<file path="config.mk">
export PLATFORM = sky130hd
export DESIGN_NAME = lfsr_run_controller
export DESIGN_NICKNAME = d
export VERILOG_FILES = /design/src/rtl/lfsr_run_controller.sv
export SDC_FILE = /design/constraint.sdc
export NUM_CORES = 1
export LEC_CHECK = 0
export CAP_MARGIN = 10
export CORE_MARGIN = 3
export CORE_UTILIZATION = 41
export DETAILED_ROUTE_END_ITERATION = 10
export PLACE_DENSITY = 0.82
export SLEW_MARGIN = 20
export SYNTH_ARGS = -nofsm -noshare
export SYNTH_HDL_FRONTEND = slang
export SYNTH_SLANG_ARGS = --single-unit
export TNS_END_PERCENT = 20
</file>
<file path="constraint.sdc">
create_clock -name clk_i -period 1.95 [get_ports clk_i]
set_input_delay 0.2925 -clock clk_i [delete_from_list [all_inputs] [get_ports clk_i]]
set_output_delay 0.2925 -clock clk_i [all_outputs]
set_load 0.02 [all_outputs]
</file>
<file path="src/rtl/lfsr_run_controller.sv">
// Command-driven sequencer around a 64-bit XNOR Fibonacci LFSR.
// Accepts CLEAR/LOAD/STEP/FREE over valid/ready and signals completion with a DONE pulse.
module lfsr_run_controller #(
    parameter int CNT_W = 16
) (
    input  logic             clk_i,
    input  logic             rst_i,
    input  logic             cmd_valid_i,
    output logic             cmd_ready_o,
    input  logic [1:0]       cmd_op_i,
    input  logic [63:0]      cmd_seed_i,
    input  logic [CNT_W-1:0] cmd_count_i,
    input  logic             abort_i,
    output logic [63:0]      output_o,
    output logic             busy_o,
    output logic             done_o,
    output logic             aborted_o,
    output logic             locked_o,
    output logic [CNT_W-1:0] total_o
);

    typedef enum logic [1:0] {
        OP_CLEAR = 2'd0,
        OP_LOAD  = 2'd1,
        OP_STEP  = 2'd2,
        OP_FREE  = 2'd3
    } op_e;

    typedef enum logic {
        S_IDLE = 1'b0,
        S_RUN  = 1'b1
    } state_e;

    localparam logic [CNT_W-1:0] CNT_ONE = CNT_W'(1);

    // All-ones is a fixed point of this XNOR feedback.
    function automatic logic [63:0] lfsr_next(input logic [63:0] s);
        lfsr_next = {~(s[0] ^ s[8] ^ s[13] ^ s[31]), s[63:1]};
    endfunction

    state_e            state_q;
    logic [63:0]       lfsr_q;
    logic [63:0]       lfsr_d;
    logic [CNT_W-1:0]  remain_q;
    logic [CNT_W-1:0]  total_q;
    logic [CNT_W-1:0]  total_d;
    logic              free_q;
    logic              done_q;
    logic              aborted_q;
    logic              accept_s;

    assign lfsr_d      = lfsr_next(lfsr_q);
    assign total_d     = total_q + CNT_ONE;
    assign cmd_ready_o = (state_q == S_IDLE) && !rst_i;
    assign accept_s    = cmd_valid_i && cmd_ready_o;

    assign output_o  = lfsr_q;
    assign busy_o    = (state_q == S_RUN);
    assign done_o    = done_q;
    assign aborted_o = aborted_q;
    assign locked_o  = &lfsr_q;
    assign total_o   = total_q;

    // Controller FSM: command decode in IDLE, one shift per clock in RUN.
    always_ff @(posedge clk_i) begin
        if (rst_i) begin
            state_q   <= S_IDLE;
            lfsr_q    <= 64'h0;
            remain_q  <= '0;
            total_q   <= '0;
            free_q    <= 1'b0;
            done_q    <= 1'b0;
            aborted_q <= 1'b0;
        end else begin
            done_q    <= 1'b0;
            aborted_q <= 1'b0;
            case (state_q)
                S_IDLE: begin
                    if (accept_s) begin
                        case (cmd_op_i)
                            OP_CLEAR: begin
                                lfsr_q  <= 64'h0;
                                total_q <= '0;
                                done_q  <= 1'b1;
                            end
                            OP_LOAD: begin
                                lfsr_q <= cmd_seed_i;
                                done_q <= 1'b1;
                            end
                            OP_STEP: begin
                                if (cmd_count_i == '0) begin
                                    done_q <= 1'b1;
                                end else begin
                                    remain_q <= cmd_count_i;
                                    free_q   <= 1'b0;
                                    state_q  <= S_RUN;
                                end
                            end
                            OP_FREE: begin
                                free_q  <= 1'b1;
                                state_q <= S_RUN;
                            end
                            default: begin
                                state_q <= S_IDLE;
                            end
                        endcase
                    end
                end
                S_RUN: begin
                    // Abort outranks the shift, including the final STEP shift.
                    if (abort_i) begin
                        state_q   <= S_IDLE;
                        remain_q  <= '0;
                        free_q    <= 1'b0;
                        done_q    <= 1'b1;
                        aborted_q <= 1'b1;
                    end else begin
                        lfsr_q  <= lfsr_d;
                        total_q <= total_d;
                        if (!free_q) begin
                            remain_q <= remain_q - CNT_ONE;
                            if (remain_q == CNT_ONE) begin
                                state_q <= S_IDLE;
                                done_q  <= 1'b1;
                            end
                        end
                    end
                end
                default: begin
                    state_q <= S_IDLE;
                end
            endcase
        end
    end

endmodule

</file>
# Word level (Yosys, flattened, before mapping)
# Cells that the tools add are included.
[word_totals]
mem_count = 0
word_cells = 74
mem_bits_rw = 0
inputBits = 86
reg_bits = 100
out_inout_bits = 85
mem_bits_ro = 0
latchBits = 0
[op_classes]
muxes = 34
div = 0
n_shift = 0
order_cmp = 0
n_reduce_logical = 12
n_addsub = 2
n_eq_ne = 14
n_bitwise = 5
multipliers = 0
[op_table]
columns = ["operator", "count"]
rows = [
  ["$pmux W64 S2", 2],
  ["$mux W16", 8],
  ["$mux W64", 2],
  ["$pmux W16 S2", 2],
  ["$reduce_and A64 Y1", 1],
  ["$add A16 B1 Y16 const B", 1],
  ["$eq A16 B1 Y1 const B", 1],
  ["$logic_not A16 Y1", 1],
  ["$sub A16 B1 Y16 const B", 1],
  ["$mux W1", 14],
  ["$pmux W1 S2", 6],
  ["$ne A2 B2 Y1 const B", 4],
  ["$reduce_and A4 Y1", 2],
  ["$ne A3 B1 Y1 const B", 2],
  ["$ne A3 B3 Y1 const B", 2],
  ["$reduce_and A3 Y1", 2],
  ["$eq A2 B2 Y1 const B", 2],
  ["$ne A2 B1 Y1 const B", 2],
  ["$reduce_or A2 Y1", 2],
  ["$xor A1 B1 Y1", 3],
  ["$eq A2 B1 Y1 const B", 1],
  ["$logic_and A1 B1 Y1", 2],
  ["$logic_not A2 Y1", 1],
  ["$not A1 Y1", 2],
  ["$logic_not A1 Y1", 1],
]

# Longest topological paths before layout
# Gate-level depths: netlist of run 1.
[depth]
word_depth = 6
mapped_depth = 8
mapped_depth_nobuf = 7

# Least setup slack after synthesis of run 1
# Ideal clock, no wire load.
[synth_timing]
path_type = "register to register"
from = "reg state_q (netlist: busy_o)"
to = "reg lfsr_q[13] (netlist: output_o[13])"
stages_incl_launch_ff = 9
required_ns = 1.864
arrival_time_ns = 1.996
setup_ns = 0.086
path_buffers = 3
setup_slack_ns = -0.131
period_less_slack_ns = 2.081
cell_sequence = "dfxtp_1 -> buf_6 -> nor2_1 -> nand2_1 -> o21ai_0 -> clkbuf_1 -> clkbuf_1 -> nor2_1 -> a211oi_1"
[synth_via]
elab_chain_len = 5
elab_cells_between_ends = 8
classes_between = "eq/ne (3); mux (1); bitwise (1); reduce/logical (3)"
[synth_rtl]
columns = ["item", "line_no", "text"]
rows = [
  ["from (decl)", "41", "state_e state_q;"],
  ["from (signal assigned)", "67", "state_q <= S_IDLE;"],
  ["from (signal assigned)", "96", "state_q <= S_RUN;"],
  ["from (signal assigned)", "101", "state_q <= S_RUN;"],
  ["$not A1 Y1", "n/a", ""],
  ["$logic_and A1 B1 Y1", "54", "assign cmd_ready_o = (state_q == S_IDLE) && !rst_i;"],
  ["net cmd_ready_o", "9", "output logic cmd_ready_o,"],
  ["$logic_and A1 B1 Y1", "55", "assign accept_s = cmd_valid_i && cmd_ready_o;"],
  ["$ne A2 B2 Y1 (no line)", "n/a", ""],
  ["$reduce_and A3 Y1 (no line)", "n/a", ""],
  ["to (signal assigned)", "87", "lfsr_q <= cmd_seed_i;"],
  ["to (signal assigned)", "118", "lfsr_q <= lfsr_d;"],
  ["to (decl)", "42", "logic [63:0] lfsr_q;"],
]
# The timed path passes the listed nets, and every way through them passes these cells.
# A chain may end at the register's enable or synchronous reset.

# Worst setup path in the final report of run 1
[layout_timing]
from = "in cmd_op_i[0]"
to = "reg total_q[9] (netlist: total_o[9])"
[layout_via]
elab_chain_len = 3
[layout_rtl]
columns = ["item", "line_no", "text"]
rows = [
  ["from (decl)", "10", "input logic [1:0] cmd_op_i,"],
  ["$logic_not A2 Y1", "80", "case (cmd_op_i)"],
  ["$ne A2 B1 Y1 (no line)", "n/a", ""],
  ["$reduce_and A3 Y1 (no line)", "n/a", ""],
  ["to (signal assigned)", "119", "total_q <= total_d;"],
  ["to (decl)", "45", "logic [CNT_W-1:0] total_q;"],
]
# Every way passes these cells.

==> impl_metrics.env, run 1 <==
export IMPL_drtIter0Drc=599
export IMPL_min_period_over_period_pct=98.3
export IMPL_numCtsBuffers=9
export IMPL_synth_cell_type_count=49
export IMPL_dieArea_um2=13100
export IMPL_yosysWarnings=0
export IMPL_worst_setup_path_start_kind="input port"
export IMPL_core_area_um2=11100
export IMPL_grt_pass1_vias=5526
export IMPL_slew_limit_headroom_pct=47.2
export IMPL_syn_area_um2=4810
export IMPL_fp_dieW_um=114
export IMPL_status="finished, final reports clean"
export IMPL_grt_use_met1_pct=32.9
export IMPL_pre_cts_ws_ns=-0.371
export IMPL_syn_inst=575
export IMPL_n_antenna_cell=0
export IMPL_routed_via_count=5737
export IMPL_drc_errors=0
export IMPL_slew_viol_final=0
export IMPL_first_pass_iters=5
export IMPL_r2r_slack_ns=0.10
export IMPL_clock_path_buffers=2
export IMPL_synth_edf_count=0
export IMPL_path_clk_slew_ns=0.07
export IMPL_path_max_fanout=6
export IMPL_drive_gt1_share_pct=17.4
export IMPL_cp_arrival_ns=2.16
export IMPL_synth_fp_nets=664
export IMPL_yosysSeqAreaShare_pct=41.6
export IMPL_seq_power_share_pct=40.3
export IMPL_ant_nets=0
export IMPL_wl_um=17500
export IMPL_use_met3_pct=5.92
export IMPL_final_min_clock_period_ns=1.92
export IMPL_cap_viol_max_count=0
export IMPL_initial_core_util_pct=43.2
export IMPL_dp_hpwl_um=12100
export IMPL_cellPowerDensity_nw_per_um2=716
export IMPL_fmax_mhz=522
export IMPL_avgSynthCellArea_um2=8.36
export IMPL_top_usage_layer="met2"
export IMPL_async_flop_share_pct=0
export IMPL_p_switching_mw=1.64
export IMPL_via_per_inst=6.00
export IMPL_clock_sinks=100
export IMPL_gp_congestion=0.914
export IMPL_port_buffers=170
export IMPL_nets=900
export IMPL_fin_skew_ns=0.00900
export IMPL_fin_ws_ns=0.0328
export IMPL_r2r_start="busy_o"
export IMPL_timing_setup_tns_ns=0
export IMPL_clk_latency_ns=0.35
export IMPL_antenna_found_initial=0
export IMPL_io_pins=171
export IMPL_synth_seq_cells=100
export IMPL_r2r_end="total_o[9]"
export IMPL_syn_to_final_growth_pct=61.9
export IMPL_grt_ovfl_total=0
export IMPL_end_kind="flip-flop"
export IMPL_path_class="input port to flip-flop"
export IMPL_post_dp_cell_area_um2=7330
export IMPL_min_from="rst_i"
export IMPL_grt_setup_unrepaired="true"
export IMPL_swShare_pct=29.4
export IMPL_hold_depth=4
export IMPL_grtUsageMet2_pct=43.7
export IMPL_grt_start_max_net_pins=76
export IMPL_die_h_um=114
export IMPL_internal_power_mw=3.93
export IMPL_p_clk_share_pct=34.0
export IMPL_final_area_um2=7790
export IMPL_p_leak_nw=2.78
export IMPL_finalHoldViolations=0
export IMPL_power_frac_comb_pct=25.7
export IMPL_setup_viol=0
export IMPL_hold_class="input port to flip-flop"
export IMPL_cts_tree="done"
export IMPL_rr_worst_depth=5
export IMPL_row_count=38
export IMPL_cts_root_buf="clkbuf_16"
export IMPL_synth_flop_cell="dfxtp_1"
export IMPL_hold_end="busy_o"
export IMPL_grtUsageTotal_pct=25.9
export IMPL_wl_per_cell_um=18.3
export IMPL_critPathRequiredTime_ns=2.19
export IMPL_worst_slew_pin_slew_ns=0.792
export IMPL_peakVddDrop_mv=0.570
export IMPL_grt_pass1_wl_um=27600
export IMPL_cts_max_level=3
cells in the mapped netlist (3+ instances only):
cell       instances  area share (%)
dfxtp_1          100              42
nor2_1            92             7.2
a211oi_1          66              10
a22oi_1           64              10
clkbuf_1          43             3.4
a21oi_1           26             2.7
nand2_1           22             1.7
nand4_1           22             2.9
o21ai_0           21             2.2
nor4_1            13             1.7
inv_1             10            0.78
xnor2_1            9             1.6
nand3_1            8            0.83
nor3_1             7            0.73
nor2b_1            6            0.78
and4_1             5            0.91
a32oi_1            4            0.73
or2_2              4            0.52
xor2_1             4            0.73
and2_1             3            0.39
buf_1              3            0.23
ha_1               3            0.78
o2111ai_1          3            0.55
cells in the final DEF, fill, tap and decap left out, types with 4 or more instances in the layout:
cell,count
a211oi_1,65
a21oi_1,26
a22oi_1,64
a32oi_1,4
and4_1,5
buf_12,6
buf_4,94
clkbuf_16,11
clkdlybuf4s50_1,167
dfxtp_1,99
inv_1,10
nand2_1,22
nand3_1,8
nand4_1,22
nor2_1,91
nor2b_1,6
nor3_1,7
nor4_1,6
nor4_2,5
o21ai_0,20
or2_2,4
xnor2_1,9
xor2_1,4
registers in the layout, summed over array words and instances (netlist names):
| signal | flops |
|---|---|
| done_o | 1 |
| aborted_o | 1 |
| remain_q | 16 |
| output_o | 64 |
| total_o | 16 |
| busy_o | 1 |
| free_q | 1 |
through the flow:
step           util (%)  hold slack, ns  std cells  power (mW)
2_1_floorplan         -           0.432        575        2.90
3_3_place_gp       65.9           0.462        936        3.62
3_5_place_dp       65.9           0.469        936        3.66
4_1_cts            68.9           0.433        952        5.56
5_1_grt            70.0           0.468        956        5.82
6_report           70.0           0.450        956        5.58
area by class of cell:
type,instances,area [µm²]
Clock buffer,10,239
Clock inverter,6,78.8
Fill cell,830,3340
Inverter,10,37.5
Multi-Input combinational cell,418,2680
Sequential cell,100,2010
Tap cell,140,175
Timing Repair Buffer,272,2570
power by group through the flow:
stage	clock, mW	combinational [mW]	sequential (mW)
after floorplan	0	0.470	2.43
after global placement	0	1.34	2.28
after detailed placement	0	1.37	2.29
after CTS	1.93	1.38	2.24
after global routing	2.02	1.53	2.26
final	1.90	1.43	2.25
repair_timing:
item | CTS | global route
pin swaps | 2 | 3
buffers inserted | 0 | 2
endpoints found under the setup margin | 5 | 32
cloned | 0 | 2
hold buffers | 0 | 0
resized for setup | 9 | 9
worst max-delay path: stages:
cell             delay, ns
clkdlybuf4s50_1       0.42
or4b_4                0.57
o21a_1                0.27
nor4_2                0.36
xnor2_1               0.17
nor2_1                0.06
layer usage:
metal,wire length [µm],part of all wire [%]
met5,0,0
met4,262,1.5
met3,1410,8.0
met2,8610,49
met1,7250,41
cells by family after synthesis:
| group | Yosys count | share of synthesized area, % |
|---|---|---|
| AO/OA/AOI/OAI | 203 | 30.0 |
| XOR/XNOR | 13 | 2.37 |
| adder cells (fa/ha/maj) | 3 | 0.781 |
| buffers and inverters | 57 | 4.60 |
| flip-flops | 100 | 41.6 |
| multiplexers | 2 | 0.416 |
| AND/OR/NAND/NOR | 197 | 20.2 |
worst max path at each step:
stage | start | endpoint
floorplan | busy_o | total_o[10]
global placement | cmd_count_i[2] | remain_q[11]
detailed placement | cmd_count_i[2] | remain_q[0]
CTS | remain_q[0] | remain_q[14]
global route | cmd_op_i[0] | total_o[10]
finish | cmd_op_i[0] | total_o[9]
Note: power is estimated with default switching activity, not from simulation.
==> inputs of run 2 (changes only) <==
--- a/config.mk
+++ b/config.mk
@@ -5,11 +5,10 @@
 export SDC_FILE = /design/constraint.sdc
 export NUM_CORES = 1
 export LEC_CHECK = 0
-export CAP_MARGIN = 10
-export CORE_MARGIN = 3
+export CAP_MARGIN = 40
 export CORE_UTILIZATION = 41
 export DETAILED_ROUTE_END_ITERATION = 10
-export PLACE_DENSITY = 0.82
+export PLACE_DENSITY = 0.73
 export SLEW_MARGIN = 20
 export SYNTH_ARGS = -nofsm -noshare
 export SYNTH_HDL_FRONTEND = slang
==> run 2 against run 1 <==
Register-to-register slack is essentially flat; non-clock buffer count is 12 higher; clock skew about the same; combinational power about the same; final cell count rose by 1.6%; via count down 3.3%; final area is 1.2% higher; hold slack worse by 0.042 ns; critical path type is now flip-flop to primary output; critical endpoint is now locked_o; largest cell class is now buffers; largest power group unchanged.
==> impl_metrics.env, run 2 (synthesis results as in run 1) <==
export IMPL_die_h_um=110
export IMPL_min_period_over_period_pct=99.2
export IMPL_grt_ovfl_total=0
export IMPL_largest_register_ffs=64
export IMPL_wl_per_cell_um=16.8
export IMPL_hold_depth=4
export IMPL_slew_viol_final=0
export IMPL_peakVddDrop_mv=0.387
export IMPL_grt_pass1_wl_um=25400
export IMPL_cts_tree="done"
export IMPL_grt_start_max_net_pins=73
export IMPL_cts_hold_buf=0
export IMPL_drc_errors=0
export IMPL_grtUsageTotal_pct=26.9
export IMPL_core_area_um2=11400
export IMPL_cp_arrival_ns=1.64
export IMPL_layout_commonest_cell="clkdlybuf4s50_1"
export IMPL_clock_sinks=100
export IMPL_cellPowerDensity_nw_per_um2=702
export IMPL_critPathRequiredTime_ns=1.66
export IMPL_fmax_mhz=517
export IMPL_cp_top_family="simple AND/OR/NAND/NOR gates"
export IMPL_seq_power_share_pct=40.6
export IMPL_p_switching_mw=1.59
export IMPL_first_pass_iters=5
export IMPL_syn_to_final_growth_pct=63.9
export IMPL_clk_latency_ns=0.34
export IMPL_final_min_clock_period_ns=1.93
export IMPL_routed_via_count=5546
export IMPL_p_clk_share_pct=33.2
export IMPL_ant_nets=0
export IMPL_row_count=39
export IMPL_swShare_pct=28.8
export IMPL_cap_viol_max_count=0
export IMPL_antenna_found_initial=0
export IMPL_dp_hpwl_um=11800
export IMPL_grt_setup_unrepaired="true"
export IMPL_multi_input_area_um2=2680
export IMPL_path_cells="nand4_1 -> nor4_2 -> buf_4 -> and4_1 -> buf_6"
export IMPL_rr_worst_depth=9
export IMPL_grt_pass1_vias=5350
export IMPL_n_antenna_cell=0
export IMPL_slew_limit_headroom_pct=51.6
export IMPL_fillers=929
export IMPL_drtIter0Drc=332
export IMPL_dieArea_um2=12200
export IMPL_regArea_um2=2010
export IMPL_end_kind="primary output"
export IMPL_io_pins=171
export IMPL_hold_class="input port to flip-flop"
export IMPL_drive_gt1_share_pct=19.1
export IMPL_wl_um=16300
export IMPL_clock_path_buffers=2
export IMPL_initial_core_util_pct=42.1
export IMPL_critPathMaxStageDelay_ns=0.36
export IMPL_worst_setup_path_start_kind="flip-flop"
export IMPL_path_clk_slew_ns=0.07
export IMPL_status="finished, final reports clean"
export IMPL_power_frac_comb_pct=26.2
export IMPL_gp_congestion=0.903
export IMPL_worst_slew_pin_slew_ns=0.727
export IMPL_setup_viol=0
export IMPL_internal_power_mw=3.94
export IMPL_final_core_util_pct=69.0
export IMPL_via_per_inst=5.71
export IMPL_mostFrequentLayoutCells="clkdlybuf4s50_1, buf_4, dfxtp_1"
export IMPL_crit_slowest_cell="nor4_2"
export IMPL_path_class="flip-flop to primary output"
export IMPL_nets=912
export IMPL_cts_max_level=3
export IMPL_path_max_fanout=2
export IMPL_fp_dieW_um=110
export IMPL_fin_skew_ns=0.00858
export IMPL_p_leak_nw=2.84
export IMPL_path_depth=5
export IMPL_finalHoldViolations=0
export IMPL_whs_ns=0.409
export IMPL_path_buf_inv=2
export IMPL_cts_root_buf="clkbuf_16"
export IMPL_numCtsBuffers=9
export IMPL_port_buffers=170
[run 2: cell types whose count changed in the layout (fill, tap and decap cells not counted), sizes merged]
| cell | change |
|---|---|
| dlymetal6s2s | +1 |
| inv | -1 |
| clkdlybuf4s50 | -1 |
| clkbuf | -2 |
| buf | +14 |
| clkinv | +1 |
[run 2: worst paths after layout]
kind | start | end | slack (ns)
worst max register to register | busy_o | output_o[40] | 0.09
worst max-delay path | output_o[59] | locked_o | 0.02
worst min-delay path | rst_i | remain_q[9] | 0.41
worst min register to register | remain_q[15] | remain_q[15] | 0.48
[run 2: power by group through the flow]
stage / clock, mW / sequential, mW / combinational [mW]
after floorplan: 0 / 2.43 / 0.470
after global placement: 0 / 2.28 / 1.39
after detailed placement: 0 / 2.29 / 1.41
after CTS: 1.87 / 2.24 / 1.42
after global routing: 1.95 / 2.26 / 1.56
final: 1.83 / 2.25 / 1.45
[run 2: routing by layer]
layer	wire length (µm)	global-route usage, %
met3	1250	7.35
met2	7890	45.3
met1	6830	32.8
met4	316	9.40
met5	0	0
[run 2: final cells by class]
class,count,share of cell area (%)
well taps,143,2.27
multi-input cells,418,33.9
clock buffers,10,3.03
repair buffers,284,34.0
inverters,10,0.476
flip-flops and latches,100,25.5
clock inverters,6,0.762
[run 2: worst min-delay path: stages]
cell	delay [ns]
buf_2	0.09
buf_4	0.11
inv_1	0.08
o211a_1	0.12
[run 2: timing repair]
item / CTS / global route
setup endpoints to repair: 6 / 21
gates resized for setup: 12 / 13
pin swaps: 1 / 6
setup buffers: 0 / 2
[run 2: per-stage QoR]
step                      total power, mW  setup slack [ns]  TNS (ns)  cells  instance area, µm²
after detailed placement             3.70            -0.420     -8.79    953                7470
after global routing                 5.77           -0.0708   -0.0813    971                7880
after floorplan                      2.90           -0.0423   -0.0615    575                4820
final                                5.53            0.0154         0    971                7880
after CTS                            5.53           0.00115         0    969                7790
after global placement               3.67            -0.333     -7.18    952                7440
==> inputs of run 3 (changes only) <==
--- a/config.mk
+++ b/config.mk
@@ -5,8 +5,9 @@
 export SDC_FILE = /design/constraint.sdc
 export NUM_CORES = 1
 export LEC_CHECK = 0
-export CAP_MARGIN = 40
+export CAP_MARGIN = 20
 export CORE_UTILIZATION = 41
+export CTS_CLUSTER_DIAMETER = 100
 export DETAILED_ROUTE_END_ITERATION = 10
 export PLACE_DENSITY = 0.73
 export SLEW_MARGIN = 20
==> run 3 against run 2 <==
Final cell count down 0.21%; fmax about the same; critical path depth unchanged; sequential cell count unchanged; hold slack worse by 0.0028 ns; count of clock-buffer cells in the layout up 2; sequential share of layout area about the same; combinational power about the same; power up 1.4%; routed wire length up 0.47%; worst setup slack about the same; die area unchanged; critical endpoint unchanged.
==> impl_metrics.env, run 3 (synthesis results as in run 1) <==
export IMPL_worst_slew_pin_slew_ns=0.962
export IMPL_mostFrequentLayoutCells="clkdlybuf4s50_1, buf_4, dfxtp_1"
export IMPL_fillers=913
export IMPL_cellPowerDensity_nw_per_um2=711
export IMPL_first_pass_iters=5
export IMPL_grt_pass1_vias=5350
export IMPL_numCtsBuffers=9
export IMPL_ant_nets=0
export IMPL_finalNonFillerCells=969
export IMPL_grt_start_max_net_pins=86
export IMPL_slew_limit_headroom_pct=35.9
export IMPL_status="finished, final reports clean"
export IMPL_clock_sinks=100
export IMPL_largest_register_ffs=64
export IMPL_initial_core_util_pct=42.1
export IMPL_final_core_util_pct=69.0
export IMPL_syn_to_final_growth_pct=63.9
export IMPL_die_h_um=110
export IMPL_path_class="flip-flop to primary output"
export IMPL_final_area_um2=7880
export IMPL_grt_setup_unrepaired="true"
export IMPL_pre_cts_ws_ns=-0.440
export IMPL_slew_viol_final=0
export IMPL_nets=910
export IMPL_port_buffers=170
export IMPL_dp_cells=952
export IMPL_wl_per_cell_um=16.9
export IMPL_gp_congestion=0.903
export IMPL_peakVddDrop_mv=0.504
export IMPL_wl_um=16400
export IMPL_path_max_fanout=2
export IMPL_clk_latency_ns=0.35
export IMPL_n_antenna_cell=0
export IMPL_finalHoldViolations=0
export IMPL_drc_errors=0
export IMPL_routed_via_count=5550
export IMPL_via_per_inst=5.73
export IMPL_fmax_mhz=517
export IMPL_post_dp_cell_area_um2=7440
export IMPL_cts_root_buf="clkbuf_16"
export IMPL_grt_pass1_wl_um=25200
export IMPL_power_mw=5.61
export IMPL_end_kind="primary output"
export IMPL_clock_path_buffers=2
export IMPL_drtIter0Drc=335
export IMPL_min_period_over_period_pct=99.2
export IMPL_p_leak_nw=2.83
export IMPL_fp_dieW_um=110
export IMPL_final_min_clock_period_ns=1.93
export IMPL_layout_commonest_cell="clkdlybuf4s50_1"
export IMPL_dp_hpwl_um=11700
export IMPL_cts_tree="done"
export IMPL_worst_setup_path_start_kind="flip-flop"
export IMPL_cp_arrival_ns=1.64
export IMPL_dieArea_um2=12200
export IMPL_core_area_um2=11400
export IMPL_fin_skew_ns=0.00992
export IMPL_row_count=39
export IMPL_antenna_found_initial=0
export IMPL_path_clk_slew_ns=0.07
export IMPL_grt_ovfl_total=0
export IMPL_grtUsageTotal_pct=26.7
export IMPL_setup_viol=0
export IMPL_cap_viol_max_count=0
export IMPL_drive_gt1_share_pct=19.4
export IMPL_hold_class="input port to flip-flop"
export IMPL_fin_ws_ns=0.0156
export IMPL_io_pins=171
export IMPL_cts_max_level=3
export IMPL_critPathRequiredTime_ns=1.66
-- run 3: repair_timing --
| action | in CTS | in global routing |
|---|---|---|
| gates cloned | 0 | 1 |
| hold buffers | 0 | 0 |
| pin swaps | 1 | 7 |
| endpoints found under the setup margin | 10 | 23 |
| resized for setup | 15 | 20 |
| setup buffers | 0 | 0 |
-- run 3: path summary, 6_finish.rpt --
| check | to | slack (ns) | depth (start not counted) | startpoint |
|---|---|---|---|---|
| worst min register to register | remain_q[15] | 0.48 | 2 | remain_q[15] |
| worst max register to register | remain_q[15] | 0.08 | 5 | remain_q[2] |
| worst max-delay path | locked_o | 0.02 | 5 | output_o[8] |
| worst min-delay path | remain_q[9] | 0.41 | 4 | rst_i |
-- run 3: per-stage QoR --
stage	setup TNS [ns]	hold slack, ns
6_report	0	0.406
2_1_floorplan	-0.0615	0.432
3_5_place_dp	-9.36	0.469
5_1_grt	-0.0897	0.414
3_3_place_gp	-7.18	0.465
4_1_cts	-0.00128	0.396
-- run 3: routing by layer --
| metal | global-route usage [%] | share of wire [%] | vias to the layer above |
|---|---|---|---|
| met5 | 0 | 0 | - |
| met3 | 8.11 | 7.3 | 22 |
| met2 | 44.5 | 48 | 211 |
| met4 | 9.12 | 1.8 | 0 |
| li1 | - | - | 2682 |
| met1 | 32.6 | 43 | 2635 |
-- run 3: area by class of cell --
type / instances / area, µm² / area share [%]
inverters: 10 / 37.5 / 0.476
flip-flops and latches: 100 / 2010 / 25.5
clock inverters: 4 / 52.6 / 0.667
repair buffers: 282 / 2640 / 33.4
well taps: 143 / 179 / 2.27
multi-input cells: 418 / 2700 / 34.2
clock buffers: 12 / 268 / 3.40
-- run 3: critical path, stage by stage, from the launching register on --
cell,delay (ns)
dfxtp_2,0.33
nand4_1,0.11
nor4_2,0.37
buf_4,0.16
and4_1,0.20
buf_6,0.13
-- run 3: where the power goes --
group	switching (mW)	total (mW)	internal, mW	leakage (nW)
logic	0.711	1.45	0.735	1.85
clock network	0.797	1.91	1.11	0.158
registers	0.0821	2.25	2.17	0.820
total	1.59	5.61	4.02	2.83
